--- src/rtl/serial_frontend_pkg.sv ---
// Shared types for the serial front end: FSM state encoding and a width helper.
// Latency: n/a (declarations only).
// Backpressure: n/a.
package serial_frontend_pkg;

    // Frame state: IDLE waits for csn to fall, ACTIVE accepts sample edges.
    typedef enum logic {
        ST_IDLE   = 1'b0,
        ST_ACTIVE = 1'b1
    } fe_state_e;

    // Bit-counter width for a WIDTH-bit word (counts 0..WIDTH-1).
    function automatic int cnt_width(input int width);
        return (width > 1) ? $clog2(width) : 1;
    endfunction

endpackage

--- src/rtl/serial_frontend_if.sv ---
// Pin-side inputs and shift-register-side strobes of the serial front end.
// Latency: n/a (wiring only).
// Backpressure: none; strobes are fire-and-forget, the consumer must take every one.
interface serial_frontend_if
    import serial_frontend_pkg::*;
#(
    parameter int WIDTH = 8
);
    localparam int CW = cnt_width(WIDTH);

    // external asynchronous pins
    logic          sclk;
    logic          sdata;
    logic          csn;

    // strobes towards the downstream shift register
    logic          advance;
    logic          data_bit;
    logic          clear;
    logic          word_valid;
    logic          frame_err;
    logic [CW-1:0] bit_count;

    // the front end itself
    modport master (
        input  sclk, sdata, csn,
        output advance, data_bit, clear, word_valid, frame_err, bit_count
    );

    // pin driver / strobe consumer
    modport slave (
        output sclk, sdata, csn,
        input  advance, data_bit, clear, word_valid, frame_err, bit_count
    );

endinterface

--- src/rtl/sync_edge_detect.sv ---
// Multi-flop synchroniser for one asynchronous pin plus a history flop for edge detection.
// Latency: STAGES cycles pin->level_o; rise_o/fall_o are combinational on level vs. history.
// Backpressure: none.
module sync_edge_detect #(
    parameter int   STAGES  = 2,
    parameter logic RST_VAL = 1'b0
) (
    input  logic clk_i,
    input  logic rst_ni,
    input  logic d_i,
    output logic level_o,
    output logic rise_o,
    output logic fall_o
);

    logic [STAGES-1:0] sync_q;
    logic              hist_q;

    // Shift the pin through the synchroniser chain, then keep one cycle of history.
    always_ff @(posedge clk_i or negedge rst_ni) begin
        if (!rst_ni) begin
            sync_q <= {STAGES{RST_VAL}};
            hist_q <= RST_VAL;
        end else begin
            sync_q <= {sync_q[STAGES-2:0], d_i};
            hist_q <= sync_q[STAGES-1];
        end
    end

    assign level_o = sync_q[STAGES-1];
    assign rise_o  =  level_o & ~hist_q;
    assign fall_o  = ~level_o &  hist_q;

endmodule

--- src/rtl/serial_frontend.sv ---
// Synchronises sclk/sdata/csn, frames WIDTH-bit words and strobes the downstream shift register.
// Latency: pin edge to advance/clear/frame_err = SYNC_STAGES+1 cycles; word_valid one cycle after the last advance.
// Backpressure: none; the shift register must accept every advance and clear.
module serial_frontend
    import serial_frontend_pkg::*;
#(
    parameter int WIDTH         = 8,
    parameter int SYNC_STAGES   = 2,
    parameter int SAMPLE_RISING = 1
) (
    input  logic clk_i,
    input  logic rst_ni,
    serial_frontend_if.master bus
);

    localparam int CW = cnt_width(WIDTH);
    localparam logic [CW-1:0] LAST_BIT = CW'(WIDTH - 1);

    logic       sclk_lvl, sclk_rise, sclk_fall;
    logic       csn_lvl, csn_rise, csn_fall;
    logic       sdata_lvl;
    logic [1:0] sdata_edges_unused;
    logic       csn_lvl_unused;
    logic       samp_edge;

    // sclk and sdata share the same chain depth so the sampled bit lines up with its edge.
    sync_edge_detect #(.STAGES(SYNC_STAGES), .RST_VAL(1'b0)) u_sync_sclk (
        .clk_i  (clk_i),
        .rst_ni (rst_ni),
        .d_i    (bus.sclk),
        .level_o(sclk_lvl),
        .rise_o (sclk_rise),
        .fall_o (sclk_fall)
    );

    // csn resets inactive so a pin held low through reset yields a fresh frame start.
    sync_edge_detect #(.STAGES(SYNC_STAGES), .RST_VAL(1'b1)) u_sync_csn (
        .clk_i  (clk_i),
        .rst_ni (rst_ni),
        .d_i    (bus.csn),
        .level_o(csn_lvl_unused),
        .rise_o (csn_rise),
        .fall_o (csn_fall)
    );

    sync_edge_detect #(.STAGES(SYNC_STAGES), .RST_VAL(1'b0)) u_sync_sdata (
        .clk_i  (clk_i),
        .rst_ni (rst_ni),
        .d_i    (bus.sdata),
        .level_o(sdata_lvl),
        .rise_o (sdata_edges_unused[0]),
        .fall_o (sdata_edges_unused[1])
    );

    assign csn_lvl   = csn_lvl_unused;
    assign samp_edge = (SAMPLE_RISING != 0) ? sclk_rise : sclk_fall;

    fe_state_e     state_q, state_n;
    logic [CW-1:0] cnt_q, cnt_n;
    logic          advance_q, advance_n;
    logic          bit_q, bit_n;
    logic          clear_q, clear_n;
    logic          frame_err_q, frame_err_n;
    logic          wv_pend_q, wv_pend_n;
    logic          word_valid_q;

    // Next state and next strobes; csn rise takes priority over a coincident sample edge.
    always_comb begin
        state_n     = state_q;
        cnt_n       = cnt_q;
        advance_n   = 1'b0;
        bit_n       = 1'b0;
        clear_n     = 1'b0;
        frame_err_n = 1'b0;
        wv_pend_n   = 1'b0;
        case (state_q)
            ST_IDLE: begin
                cnt_n = '0;
                if (csn_fall) begin
                    state_n = ST_ACTIVE;
                    clear_n = 1'b1;
                end
            end
            ST_ACTIVE: begin
                if (csn_rise) begin
                    state_n     = ST_IDLE;
                    frame_err_n = (cnt_q != '0);
                    cnt_n       = '0;
                end else if (samp_edge) begin
                    advance_n = 1'b1;
                    bit_n     = sdata_lvl;
                    if (cnt_q == LAST_BIT) begin
                        cnt_n     = '0;
                        wv_pend_n = 1'b1;
                    end else begin
                        cnt_n = cnt_q + 1'b1;
                    end
                end
            end
            default: begin
                state_n = ST_IDLE;
                cnt_n   = '0;
            end
        endcase
    end

    // State, counter and registered strobes; word_valid trails the final advance by one
    // cycle so it coincides with the shift register holding the full word.
    always_ff @(posedge clk_i or negedge rst_ni) begin
        if (!rst_ni) begin
            state_q      <= ST_IDLE;
            cnt_q        <= '0;
            advance_q    <= 1'b0;
            bit_q        <= 1'b0;
            clear_q      <= 1'b0;
            frame_err_q  <= 1'b0;
            wv_pend_q    <= 1'b0;
            word_valid_q <= 1'b0;
        end else begin
            state_q      <= state_n;
            cnt_q        <= cnt_n;
            advance_q    <= advance_n;
            bit_q        <= bit_n;
            clear_q      <= clear_n;
            frame_err_q  <= frame_err_n;
            wv_pend_q    <= wv_pend_n;
            word_valid_q <= wv_pend_q;
        end
    end

    assign bus.advance    = advance_q;
    assign bus.data_bit   = bit_q;
    assign bus.clear      = clear_q;
    assign bus.frame_err  = frame_err_q;
    assign bus.word_valid = word_valid_q;
    assign bus.bit_count  = cnt_q;

endmodule

--- src/flat_wrapper.sv ---
// flat-port wrapper written by rule: the top's interface ports become plain ports
module serial_frontend_flat import serial_frontend_pkg::*;
#(
    parameter int WIDTH         = 8,
    parameter int SYNC_STAGES   = 2,
    parameter int SAMPLE_RISING = 1
)
  (clk_i, rst_ni, bus_sclk, bus_sdata, bus_csn, bus_advance, bus_data_bit, bus_clear, bus_word_valid, bus_frame_err, bus_bit_count);
  serial_frontend_if #(.WIDTH(WIDTH)) bus_i ();
  input  logic clk_i;
  input  logic rst_ni;
  input wire logic [$bits(bus_i.sclk)-1:0] bus_sclk;
  input wire logic [$bits(bus_i.sdata)-1:0] bus_sdata;
  input wire logic [$bits(bus_i.csn)-1:0] bus_csn;
  output wire logic [$bits(bus_i.advance)-1:0] bus_advance;
  output wire logic [$bits(bus_i.data_bit)-1:0] bus_data_bit;
  output wire logic [$bits(bus_i.clear)-1:0] bus_clear;
  output wire logic [$bits(bus_i.word_valid)-1:0] bus_word_valid;
  output wire logic [$bits(bus_i.frame_err)-1:0] bus_frame_err;
  output wire logic [$bits(bus_i.bit_count)-1:0] bus_bit_count;
  assign bus_i.sclk = bus_sclk;
  assign bus_i.sdata = bus_sdata;
  assign bus_i.csn = bus_csn;
  assign bus_advance = bus_i.advance;
  assign bus_data_bit = bus_i.data_bit;
  assign bus_clear = bus_i.clear;
  assign bus_word_valid = bus_i.word_valid;
  assign bus_frame_err = bus_i.frame_err;
  assign bus_bit_count = bus_i.bit_count;
  serial_frontend #(.WIDTH(WIDTH), .SYNC_STAGES(SYNC_STAGES), .SAMPLE_RISING(SAMPLE_RISING)) u_core (.clk_i(clk_i), .rst_ni(rst_ni), .bus(bus_i));
endmodule
--- config.mk ---
export PLATFORM = sky130hd
export DESIGN_NAME = serial_frontend_flat
export DESIGN_NICKNAME = d
export VERILOG_FILES = /design/src/rtl/serial_frontend_pkg.sv /design/src/rtl/serial_frontend_if.sv /design/src/rtl/sync_edge_detect.sv /design/src/rtl/serial_frontend.sv /design/src/flat_wrapper.sv
export SDC_FILE = /design/constraint.sdc
export NUM_CORES = 1
export LEC_CHECK = 0
export ABC_AREA = 1
export CAP_MARGIN = 20
export CORE_MARGIN = 2
export CORE_UTILIZATION = 34
export DETAILED_ROUTE_END_ITERATION = 10
export DONT_BUFFER_PORTS = 1
export PLACE_DENSITY = 0.49
export SYNTH_ARGS = -nofsm -noshare
export SYNTH_HDL_FRONTEND = slang
export SYNTH_SLANG_ARGS = --single-unit
--- constraint.sdc ---
create_clock -name clk_i -period 1.55 [get_ports clk_i]
set_input_delay 0.31 -clock clk_i [delete_from_list [all_inputs] [get_ports clk_i]]
set_output_delay 0.31 -clock clk_i [all_outputs]
set_load 0.02 [all_outputs]
[Yosys cells after proc, flatten, opt, wreduce, memory -nomap -nowiden]
Index checks and enable logic that the tools add are counted.
Word-level totals
  word-level logic and storage cells: 44
  flip-flop bits (word level): 18
  input bits: 5
  output and inout bits: 8
Cells by class
  add/subtract/negate cells: 1
  reductions and logical operators: 1
  mux-type cells: 20
  eq/ne operators: 2
  bitwise operators: 7
Operators with widths (count)
  2-to-1 mux 1 bit: 15
  2-to-1 mux 3 bit: 3
  case mux 3 bit (2 select lines): 1
  NOT 1 bit: 4
  adder 3 x 1 -> 3 bit (second input constant): 1
  bitwise AND 1 bit: 3
  equality test 3 bit (second input constant): 1
  != test 3 x 1 -> 1 bit (second input constant): 1
  nonzero test 3 bit: 1
  case mux 1 bit (2 select lines): 1

[Logic depth before layout (Yosys ltp)]
  word-level depth: 5
  depth in mapped cells: 5
  gate-level depth less buffers: 5

[Modules after synthesis]
From an unflattened synthesis, not the netlist that was laid out.
Second synthesis, totals
  cell total of the unflattened synthesis: 64
  area total of the unflattened synthesis: 704.4 um2
Modules (own cells, without submodules)
  serial_frontend: times used 1, area each 430.4 um2, cells each 43, sequential area each 250.2 um2
  sync_edge_detect at u_core.u_sync_sclk ...: times used 2, area each 90.1 um2, cells each 7, sequential area each 75.1 um2
  sync_edge_detect at u_core.u_sync_csn: times used 1, area each 93.8 um2, cells each 7, sequential area each 78.8 um2

[Worst setup path before layout]
Ideal clock, no wire load.
  kind: register to register
  from: register u_core.cnt_q[0], in the netlist u_core.bus.bit_count[0]
  to: register u_core.cnt_q[2], in the netlist u_core.bus.bit_count[2]
  data arrival time: 1084 ps
  path buffers: 0
  required time: 1431 ps
  setup slack: 347 ps
  library setup time: 119 ps
  cell stages (with the launch flop): 5
  clock period less this slack: 1203 ps
  cell sequence: dfrtp_1 -> ha_1 -> ha_1 -> nand4_1 -> nand2_1
Between the ends
  longest elaborated chain between the ends: 5
  elaborated cells on any way between the ends: 6
  those cells by class: 1 x add/sub; 1 x eq/ne; 4 x mux
Ends and longest elaborated chain
  from (decl): line serial_frontend.sv:59  | logic [CW-1:0] cnt_q, cnt_n;
  from (signal assigned): line serial_frontend.sv:121  | cnt_q <= cnt_n;
  adder 3 x 1 -> 3 bit / equality test 3 bit (equally long branches): line serial_frontend.sv:96, serial_frontend.sv:92
  2-to-1 mux 3 bit *: line serial_frontend.sv:92  | if (cnt_q == LAST_BIT) begin
  2-to-1 mux 3 bit *: line serial_frontend.sv:89  | end else if (samp_edge) begin
  2-to-1 mux 3 bit *: line serial_frontend.sv:85  | if (csn_rise) begin
  case mux 3 bit (2 select lines) *: line serial_frontend.sv:76  | case (state_q)
Mark *: on every way between the ends. The rest lies on a longest branch, timed or not. The select of a mux whose other input is x is not followed.
A chain may end at the register's enable or synchronous reset.

[Worst setup path after layout]
  from: register u_core.cnt_q[1], in the netlist u_core.bus.bit_count[1]
  to: register u_core.cnt_q[2], in the netlist u_core.bus.bit_count[2]
The elaborated chain is that of the path after synthesis.

==> impl_results.md <==
* CTS root buf: clkbuf_4
* Grt ovf at 0
* TritonCTS Buffers at 3
* Non-filler instance count after layout at between 80 and 90
* Final hold vios at 0
* Min-delay src: bus_sdata
* FF-to-FF Start: u_core.bus.bit_count[1]
* Antenna Nets Post-Route at 0
* Die ar. at roughly 2300 µm²
* First-pass GRT wire length at 1440 µm
* Synthesized net count at 60
* Synthesized area at about 650 µm²
* Final period util at 0.784
* Min Hold Slack at 0.0414 ns
* Register-to-register setup slack at approximately 0.34 ns
* Peak supply drop at 756 µV
* Antenna violations before repair at 0
* Crit path DAT at around 1.4 ns
* Final WL at 873 µm
* All-Layer GR Usage at 0.0981
* Synthesized instance count at 52
* Largest family of logic cells by synthesized area: simple AND/OR/NAND/NOR gates
* Startpoint Class: register
* Mux contribution to synthesized area at 0
* Synth Area per Inst at about 13 µm²
* Worst setup path category: reg2reg
* Die Wd at about 48 µm
* Final #Nets at 67
* Setup violators final at 0
* Clk_skew at around 0.0033 ns
* PwrDens at between 1000 and 1500 nW/µm²
* CTS sink count at 18
* Adder-cell area share of the yosys netlist at 0.0576
* RSZ-0062 raised after global routing: no
* Clk slew on worst S/H paths at 0.10 ns
* I/O pin cnt at 13
* Fmax at about 820 MHz
* HPWL Detailed at between 600 and 700 µm
* # resized after CTS at 0
* Largest net degree at the start of global routing at 19
* Critical Path End Type: register
* Worst endpoint required time at roughly 1.7 ns
* Final GP Congestion at a little over 0.6
* Max-cap violations at 0
* CP bufs+invs at 0
* Crit-path max cell delay at a little under 0.5 ns
* CTS tree: done
* Die height at around 48 µm
* FF-to-FF End: u_core.bus.bit_count[2]
* R2r worst-path depth at 4
* Synth Area in Compound Gates at 0.0154
* Crit path max-delay cell type: dfrtp_1
* Fin Setup TNS at 0 ns
* DR WL/cell at 10.5 µm
* Yosys Warn Count at 0
* Fin. max-slew vios at 0
* Drt first pass iters at 4
* Worst Hold Path EP: u_core.u_sync_sdata.sync_q[0]
* Worst skew pair latency at ~0.28 ns
* Total number of vias at 370
* P&R area growth vs syn at 13.4%
* Distinct cell type count after synthesis at 14
* HP Class: in2reg
* # diodes at 0
* Max FO, Critical Path at 4
* Number of core rows at 15
* CTS max path bufs at 2
* Worst-path cell chain: ha_1 > ha_1 > nand4_1 > nand2_1
* Layout cells sized above 1 at 0.207
* Rel. slew slack at 0.497
* H-tree depth at 1
* Vias in the first global route at about 310
* Crit path time final at between 1 and 1.5 ns
* Worst hold stages at 0
* Crit-path leading delay family: flip-flops
* XOR/XNOR Fraction of Synth Area at 0
* Most common cell on crit path: ha_1
* Via-to-Cell Ratio at approximately 4.5
* Synth Area in Simple Gates at 0.167
* Core area at between 1500 and 2000 µm²
* Seq/Total Area, Yosys at 0.697
* I/O Buffers at 0
* Seq cells post-synth at 18
* Worst-Margin Slew at 0.751 ns
* Iteration-0 DRC Markers at 5
* Leakage at 0.379 nW
* Drt drc at 0
* Outcome: finished, final reports clean
* Placed Cells at 77
* Initial Utilization at 0.370
[worst max path at each step]
stage,startpoint,end,slack (ns),cells past startpoint
2_1_floorplan,u_core.bus.bit_count[0],u_core.bus.bit_count[2],0.35,4
3_3_place_gp,u_core.bus.bit_count[1],u_core.bus.bit_count[2],0.35,4
3_5_place_dp,u_core.bus.bit_count[1],u_core.bus.bit_count[2],0.34,4
4_1_cts,u_core.bus.bit_count[1],u_core.bus.bit_count[2],0.33,4
5_1_grt,u_core.bus.bit_count[1],u_core.bus.bit_count[2],0.25,4
6_report,u_core.bus.bit_count[1],u_core.bus.bit_count[2],0.34,4
[state kept, by name (all words and copies together) (netlist names), 2 cells and up]
register and cells:
u_core.bus.bit_count 3, u_core.u_sync_csn.sync_q 2, u_core.u_sync_sclk.sync_q 2, u_core.u_sync_sdata.sync_q 2
[worst register-to-register path: cells and delay by family (launching register included)]
family,cells,cell delay (ns)
simple gates,2,0.14
fa+ha+maj,2,0.49
flops,1,0.49
[repair_timing]
action	4_1_cts	5_1_grt
hold endpoints to repair	18	1
buffers inserted	0	0
hold buffers	1	1
[area by class of cell]
class | instances | area, µm²
Fill cell | 186 | 1020
Sequential cell | 18 | 454
Multi-Input combinational cell | 24 | 156
Clock buffer | 4 | 36.3
Inverter | 9 | 33.8
Tap cell | 25 | 31.3
Timing Repair Buffer | 3 | 27.5
[where the power goes]
part	internal [W]	switching, W
registers	0.000493	0.0000253
clock network	0.000143	0.000133
logic	0.0000177	0.0000312
total	0.000654	0.000189
[synth_stat cells]
| master | n | share of area |
|---|---|---|
| nand2_4 | 1 | 0.017 |
| nor2_1 | 4 | 0.023 |
| nand2_1 | 5 | 0.029 |
| o21ai_0 | 2 | 0.015 |
| nand3_2 | 1 | 0.015 |
| nand4_1 | 6 | 0.058 |
| nor3_1 | 1 | 0.0077 |
| nor2_4 | 1 | 0.017 |
| dfstp_2 | 3 | 0.12 |
| dfrtp_1 | 15 | 0.58 |
| buf_4 | 1 | 0.012 |
| inv_1 | 8 | 0.046 |
| inv_2 | 1 | 0.0058 |
| ha_1 | 3 | 0.058 |
[layout by cell type (no fill, tap or decap)]
| cell type | n |
|---|---|
| buf_4 | 1 |
| nand2_1 | 5 |
| dfrtp_1 | 15 |
| inv_1 | 8 |
| dfstp_2 | 3 |
| clkbuf_4 | 3 |
| nor2_4 | 1 |
| ha_1 | 3 |
| inv_2 | 1 |
| nand3_2 | 1 |
| nand2_4 | 1 |
| nor2_1 | 4 |
| clkbuf_8 | 1 |
| o21ai_0 | 2 |
| dlygate4sd3_1 | 2 |
| nand4_1 | 6 |
| nor3_1 | 1 |
[metrics by stage]
step                 util  setup WS, ns  total power, W  instance area (µm²)
CTS                 0.413         0.329        0.000859                  729
floorplan               -         0.347        0.000557                  652
global placement    0.387         0.347        0.000565                  683
detailed placement  0.387         0.339        0.000566                  683
global route        0.419         0.247        0.000890                  739
finish              0.419         0.335        0.000843                  739
[routing by layer]
layer  track usage  share of wire  up-vias
li1              -              -      177
met1         0.126           0.46      181
met2         0.131           0.48       10
met3        0.0566          0.049        2
met4        0.0486          0.011        0
met5             0              0        -
[cell families after synthesis]
kind of cell,after synthesis
compound gates,2
simple gates,19
flops,18
fa+ha+maj,3
buf+inv,10
Note: power is estimated with default switching activity, not from simulation.
==> edit 1 (config.mk and constraints unchanged) <==
`WIDTH` is set to 8 in 3 places; all go to 6.
--- a/src/rtl/serial_frontend_if.sv
+++ b/src/rtl/serial_frontend_if.sv
@@ -5,5 +5,5 @@
     import serial_frontend_pkg::*;
 #(
-    parameter int WIDTH = 8
+    parameter int WIDTH = 6
 );
     localparam int CW = cnt_width(WIDTH);
--- a/src/rtl/serial_frontend.sv
+++ b/src/rtl/serial_frontend.sv
@@ -5,5 +5,5 @@
     import serial_frontend_pkg::*;
 #(
-    parameter int WIDTH         = 8,
+    parameter int WIDTH         = 6,
     parameter int SYNC_STAGES   = 2,
     parameter int SAMPLE_RISING = 1
--- a/src/flat_wrapper.sv
+++ b/src/flat_wrapper.sv
@@ -2,5 +2,5 @@
 module serial_frontend_flat import serial_frontend_pkg::*;
 #(
-    parameter int WIDTH         = 8,
+    parameter int WIDTH         = 6,
     parameter int SYNC_STAGES   = 2,
     parameter int SAMPLE_RISING = 1
Check against the original RTL: same outputs for any inputs over 10 cycles, from zero or initial values and one cycle with rst_ni low; that may be too few to reach the edited logic, so the function may still have changed.
==> edit 1 against the unedited design <==
Register-to-register slack improved by 0.10 ns. Fmax rose by 5.0%. Synthesized area down 5.8%. Sequential cell count unchanged. Final area down 6.4%. Combinational power shrank 18%. Count of clock-buffer cells in the layout did not move. Wire length shrank 8.5%. Setup slack gained 0.057 ns. Power fell by 7.2%. Largest cell class unchanged. Highest routed layer unchanged.
==> edit 1: results (changes against the unedited design) <==
| Metric | Value |
|---|---|
| TritonCTS Buffers | `3 (unchanged)` |
| Logic gate share of total power | `5.1% (-0.7 points)` |
| Crit Path Max Fanout | `7 (+3)` |
| Crit path arrival time | `0.85 ns (-0.55 ns)` |
| Cell Int Power | `0.0006061 W (-7.3%)` |
| Sequential cell area share | `65.64% (+4.2 points)` |
| WL final | `799 um (-8.5%)` |
| Synth cell count leaders | `dfrtp_1, nand2_1, inv_1` |
| Fillers | `169 (-9.1%)` |
| Yosys warns | `0 (unchanged)` |
| Outcome | `finished clean` |
| Fraction of area in multi-input gates | `18.26% (-2.9 points)` |
| LEAKAGE | `0.3557 nW (-6.0%)` |
| Place WS | `0.4304 ns (+0.09119 ns)` |
| Sequential-to-total area share from yosys stat | `73.93% (+4.3 points)` |
| Placed Cells | `80 (+3.9%)` |
| Gp weighted congestion | `0.6850 (+13%)` |
| VDD IR max | `705.2 uV (-6.8%)` |
| FFs & Latches | `18 (unchanged)` |
| Top sig layer | `met4` |
| Wire length on met2 | `331 um (-21%)` |
| Met3 usage | `6.667% (+1.0 points)` |
| Initial antenna violation count | `0 (unchanged)` |
| Total GRT Usage | `9.578% (-0.24 points)` |
| First-pass GRT wire length | `1352 um (-5.8%)` |
| Layout cell share with drive strength beyond 1 | `14.75% (-5.9 points)` |
| Area growth syn-to-layout | `12.63%` |
| Top post-synthesis cells by area | `dfrtp_1, dfstp_2, nand2_1` |
| Vias in the first global route | `302 (-3.5%)` |
| Vias post-DR | `341 (-7.8%)` |
| Placed cell area | `645.6 sq um (-5.5%)` |
| HPWL Detailed | `558 um (-11%)` |
| Count of different cell masters after synthesis | `12 (-2)` |
| Register-to-Register Path Depth | `6 (+2)` |
| Clk_skew | `0.007665 ns (+0.004399 ns)` |
| Worst-Skew Late Latency | `0.28 ns (about the same)` |
| Initial DRC Count | `4 (-1)` |
| Sequential power share | `66.0% (+4.5 points)` |
| Data buffer area share | `2.893% (-0.83 points)` |
| H-tree Lvls | `1 (unchanged)` |
| Mapped Cells | `55 (+5.8%)` |
| #MultiIn Comb | `28 (+17%)` |
| Non-Clock Buffer Count | `2 (-1)` |
| Routed wl met3 | `60 um (+40%)` |
| Cts hold-fix bufs | `2 (+1)` |
| Met1 Usage GRT | `12.53% (-0.12 points)` |
| M1 wire length | `395 um (-0.75%)` |
| Slew @ Worst Pin | `0.7474 ns (-0.003973 ns)` |
| GRT met2 Usage | `12.22% (-0.84 points)` |
| Clk tree area frac | `3.797% (-1.1 points)` |
| Power Density | `1131 nW/um^2 (-0.82%)` |
| Layout Cells excl Fill | `86 (+3.6%)` |
## edit 1: cell count changes after synthesis
cell / delta
buf_4: -1
or2_0: +1
nand2_2: +2
nand3_2: -1
nand2_4: -1
nand2_1: +9
nand3_1: +1
inv_1: +1
nand4_1: -6
inv_2: -1
a21oi_1: +1
ha_1: -3
nor2_1: +1
## edit 1: worst paths after layout
check / from / endpoint / slack, ns
worst max-delay path: u_core.bus.bit_count[0] / bus_bit_count[0] / 0.39
min in group asynchronous: rst_ni / u_core.bus.bit_count[2] / 0.53
worst min register to register: u_core.wv_pend_q / u_core.bus.word_valid / 0.36
max in group asynchronous: rst_ni / u_core.bus.bit_count[1] / 0.55
worst min-delay path: bus_sclk / u_core.u_sync_sclk.sync_q[0] / 0.05
worst max register to register: u_core.u_sync_csn.hist_q / u_core.bus.bit_count[1] / 0.44
## edit 1: logic make-up after synthesis
group | synth area share, %
AND/OR/NAND/NOR | 18.13
AO/OA/AOI/OAI | 2.443
flip-flops | 73.93
buffers and inverters | 5.499
==> edit 2 (same flow settings) <==
Without the edit above. Reset style: synchronous (`rst_ni`), changed in 2 clocked blocks. Comments in the files are not updated.
--- a/src/rtl/sync_edge_detect.sv
+++ b/src/rtl/sync_edge_detect.sv
@@ -18,5 +18,5 @@
 
     // Shift the pin through the synchroniser chain, then keep one cycle of history.
-    always_ff @(posedge clk_i or negedge rst_ni) begin
+    always_ff @(posedge clk_i) begin
         if (!rst_ni) begin
             sync_q <= {STAGES{RST_VAL}};
--- a/src/rtl/serial_frontend.sv
+++ b/src/rtl/serial_frontend.sv
@@ -107,5 +107,5 @@
     // State, counter and registered strobes; word_valid trails the final advance by one
     // cycle so it coincides with the shift register holding the full word.
-    always_ff @(posedge clk_i or negedge rst_ni) begin
+    always_ff @(posedge clk_i) begin
         if (!rst_ni) begin
             state_q      <= ST_IDLE;
Function: differs if rst_ni is asserted again (counterexample within 4 cycles, from zero or initial values and one cycle with rst_ni low); with rst_ni held inactive, the same outputs for 10 cycles.
==> edit 2 against the unedited design <==
Sequential cell count did not move. Count of clock-buffer cells in the layout decreased by 1. Setup slack better by 0.062 ns. Synthesized cell count increased by 38%. Wire length decreased by 8.7%. Synthesized area is 4.4% lower. Final area shrank 8.5%.
Power is not compared: it rests on default switching activity, and its combinational part moved more than twofold at a synthesized area within 25%.
==> edit 2: results (changes against the unedited design) <==
| Metric | Value |
|---|---|
| Initial DRC Count | `0 (-5)` |
| Synth cell count leaders | `dfxtp_1, inv_1, nand2_1` |
| Synthesized Nets | `80 (+33%)` |
| Routed wl met3 | `64 um (+49%)` |
| HPWL Detailed | `600 um (-3.8%)` |
| First-pass GRT wire length | `1324 um (-7.7%)` |
| Worst rel slew slack | `80.17% (+30 points)` |
| Total GRT Usage | `9.242% (-0.57 points)` |
| VDD IR max | `509.8 uV` |
| Crit path arrival time | `1.32 ns (-0.08 ns)` |
| M1 wire length | `361 um (-9.3%)` |
| Top post-synthesis cells by area | `dfxtp_1, inv_1, nand2_1` |
| Sequential-to-total area share from yosys stat | `57.83% (-12 points)` |
| Count of different cell masters after synthesis | `13 (-1)` |
| Vias in the first global route | `298 (-4.8%)` |
| Wire length on met2 | `360 um (-14%)` |
| Final ANT Viol Nets | `0 (unchanged)` |
| Placed Cells | `97 (+26%)` |
| Clock Tree Root | `clkbuf_4` |
| Vias post-DR | `396 (+7.0%)` |
| Gp weighted congestion | `0.6393 (+5.2%)` |
| GR Overflow Total | `0 (unchanged)` |
| Mapped Cells | `72 (+38%)` |
| Largest net degree at the start of global routing | `12 (-7)` |
| LEAKAGE | `roughly 0.34 nW` |
| Setup bufs post-CTS | `0 (unchanged)` |
| Layout cell share with drive strength beyond 1 | `14.67% (-6.0 points)` |
| Outcome | `finished clean` |
| Max reg flops | `3 (unchanged)` |
| Initial DRT Pass Iterations | `1 (-3)` |
| DR WL/cell | `7.970 um (-24%)` |
| Post-layout nets | `85 (+27%)` |
| H-tree Lvls | `1 (unchanged)` |
| Clk_skew | `0.002000 ns (-0.001266 ns)` |
| Layout Cells excl Fill | `100 (+20%)` |
| Ys async rst share | `0% (-100 points)` |
-- edit 2: cells by family (layout without fill, tap and decap cells) --
| group | Yosys count | after routing | share of synthesized area (%) |
|---|---|---|---|
| flip-flops | 18 | 18 | 57.83 |
| adder cells (fa/ha/maj) | 3 | 3 | 6.025 |
| AND/OR/NAND/NOR | 29 | 29 | 21.08 |
| AO/OA/AOI/OAI | 3 | 3 | 3.012 |
| buffers and inverters | 19 | 22 | 12.05 |
-- edit 2: power groups by stage --
stage	Clock [W]	Combinational, W	Sequential, W
3_5_place_dp	0	0.0000195	0.000490
5_1_grt	0.000246	0.0000227	0.000481
6_report	0.000210	0.0000190	0.000479
2_1_floorplan	0	0.0000201	0.000490
4_1_cts	0.000228	0.0000195	0.000479
3_3_place_gp	0	0.0000193	0.000490
-- edit 2: metal layers --
| layer | vias up | global-route usage (%) |
|---|---|---|
| li1 | 220 | - |
| met1 | 162 | 11.16 |
| met2 | 12 | 12.60 |
| met3 | 2 | 6.923 |
| met4 | 0 | 3.333 |
| met5 | - | 0 |
-- edit 2: final timing paths --
| kind | startpoint | endpoint | slack, ns | cells after the start |
|---|---|---|---|---|
| min reg2reg | u_core.u_sync_csn.sync_q[0] | u_core.u_sync_csn.sync_q[1] | 0.41 | 2 |
| max | u_core.bus.bit_count[1] | u_core.bus.bit_count[2] | 0.40 | 4 |
| max reg2reg | u_core.bus.bit_count[1] | u_core.bus.bit_count[2] | 0.40 | 4 |
| min | rst_ni | u_core.u_sync_csn.sync_q[1] | 0.1 | 1 |
-- edit 2: critical path: stages (launching register included) --
cell and delay [ns]:
dfxtp_1 0.49, ha_1 0.20, ha_1 0.22, nand3_1 0.08, a21oi_1 0.06
-- edit 2: cell type report --
| class | instances | share of cell area, % |
|---|---|---|
| Clock buffer | 3 | 3.327 |
| Inverter | 18 | 9.982 |
| Multi-Input combinational cell | 35 | 27.73 |
| Sequential cell | 18 | 53.23 |
| Tap cell | 25 | 4.621 |
| Timing Repair Buffer | 1 | 1.109 |
-- edit 2: metrics by stage --
stage                     cell area, sq um  util (%)  total power (W)  hold WS [ns]  worst slack [ns]
after floorplan                      623.1         -        0.0005097        0.3795            0.4265
after global routing                 676.9     39.20        0.0007491       0.07660            0.2807
after detailed placement             654.4     37.90        0.0005095        0.3832            0.3992
after global placement               654.4     37.90        0.0005094        0.3820            0.4078
after CTS                            676.9     39.20        0.0007268       0.08066            0.3862
final                                676.9     39.20        0.0007082       0.09581            0.3971
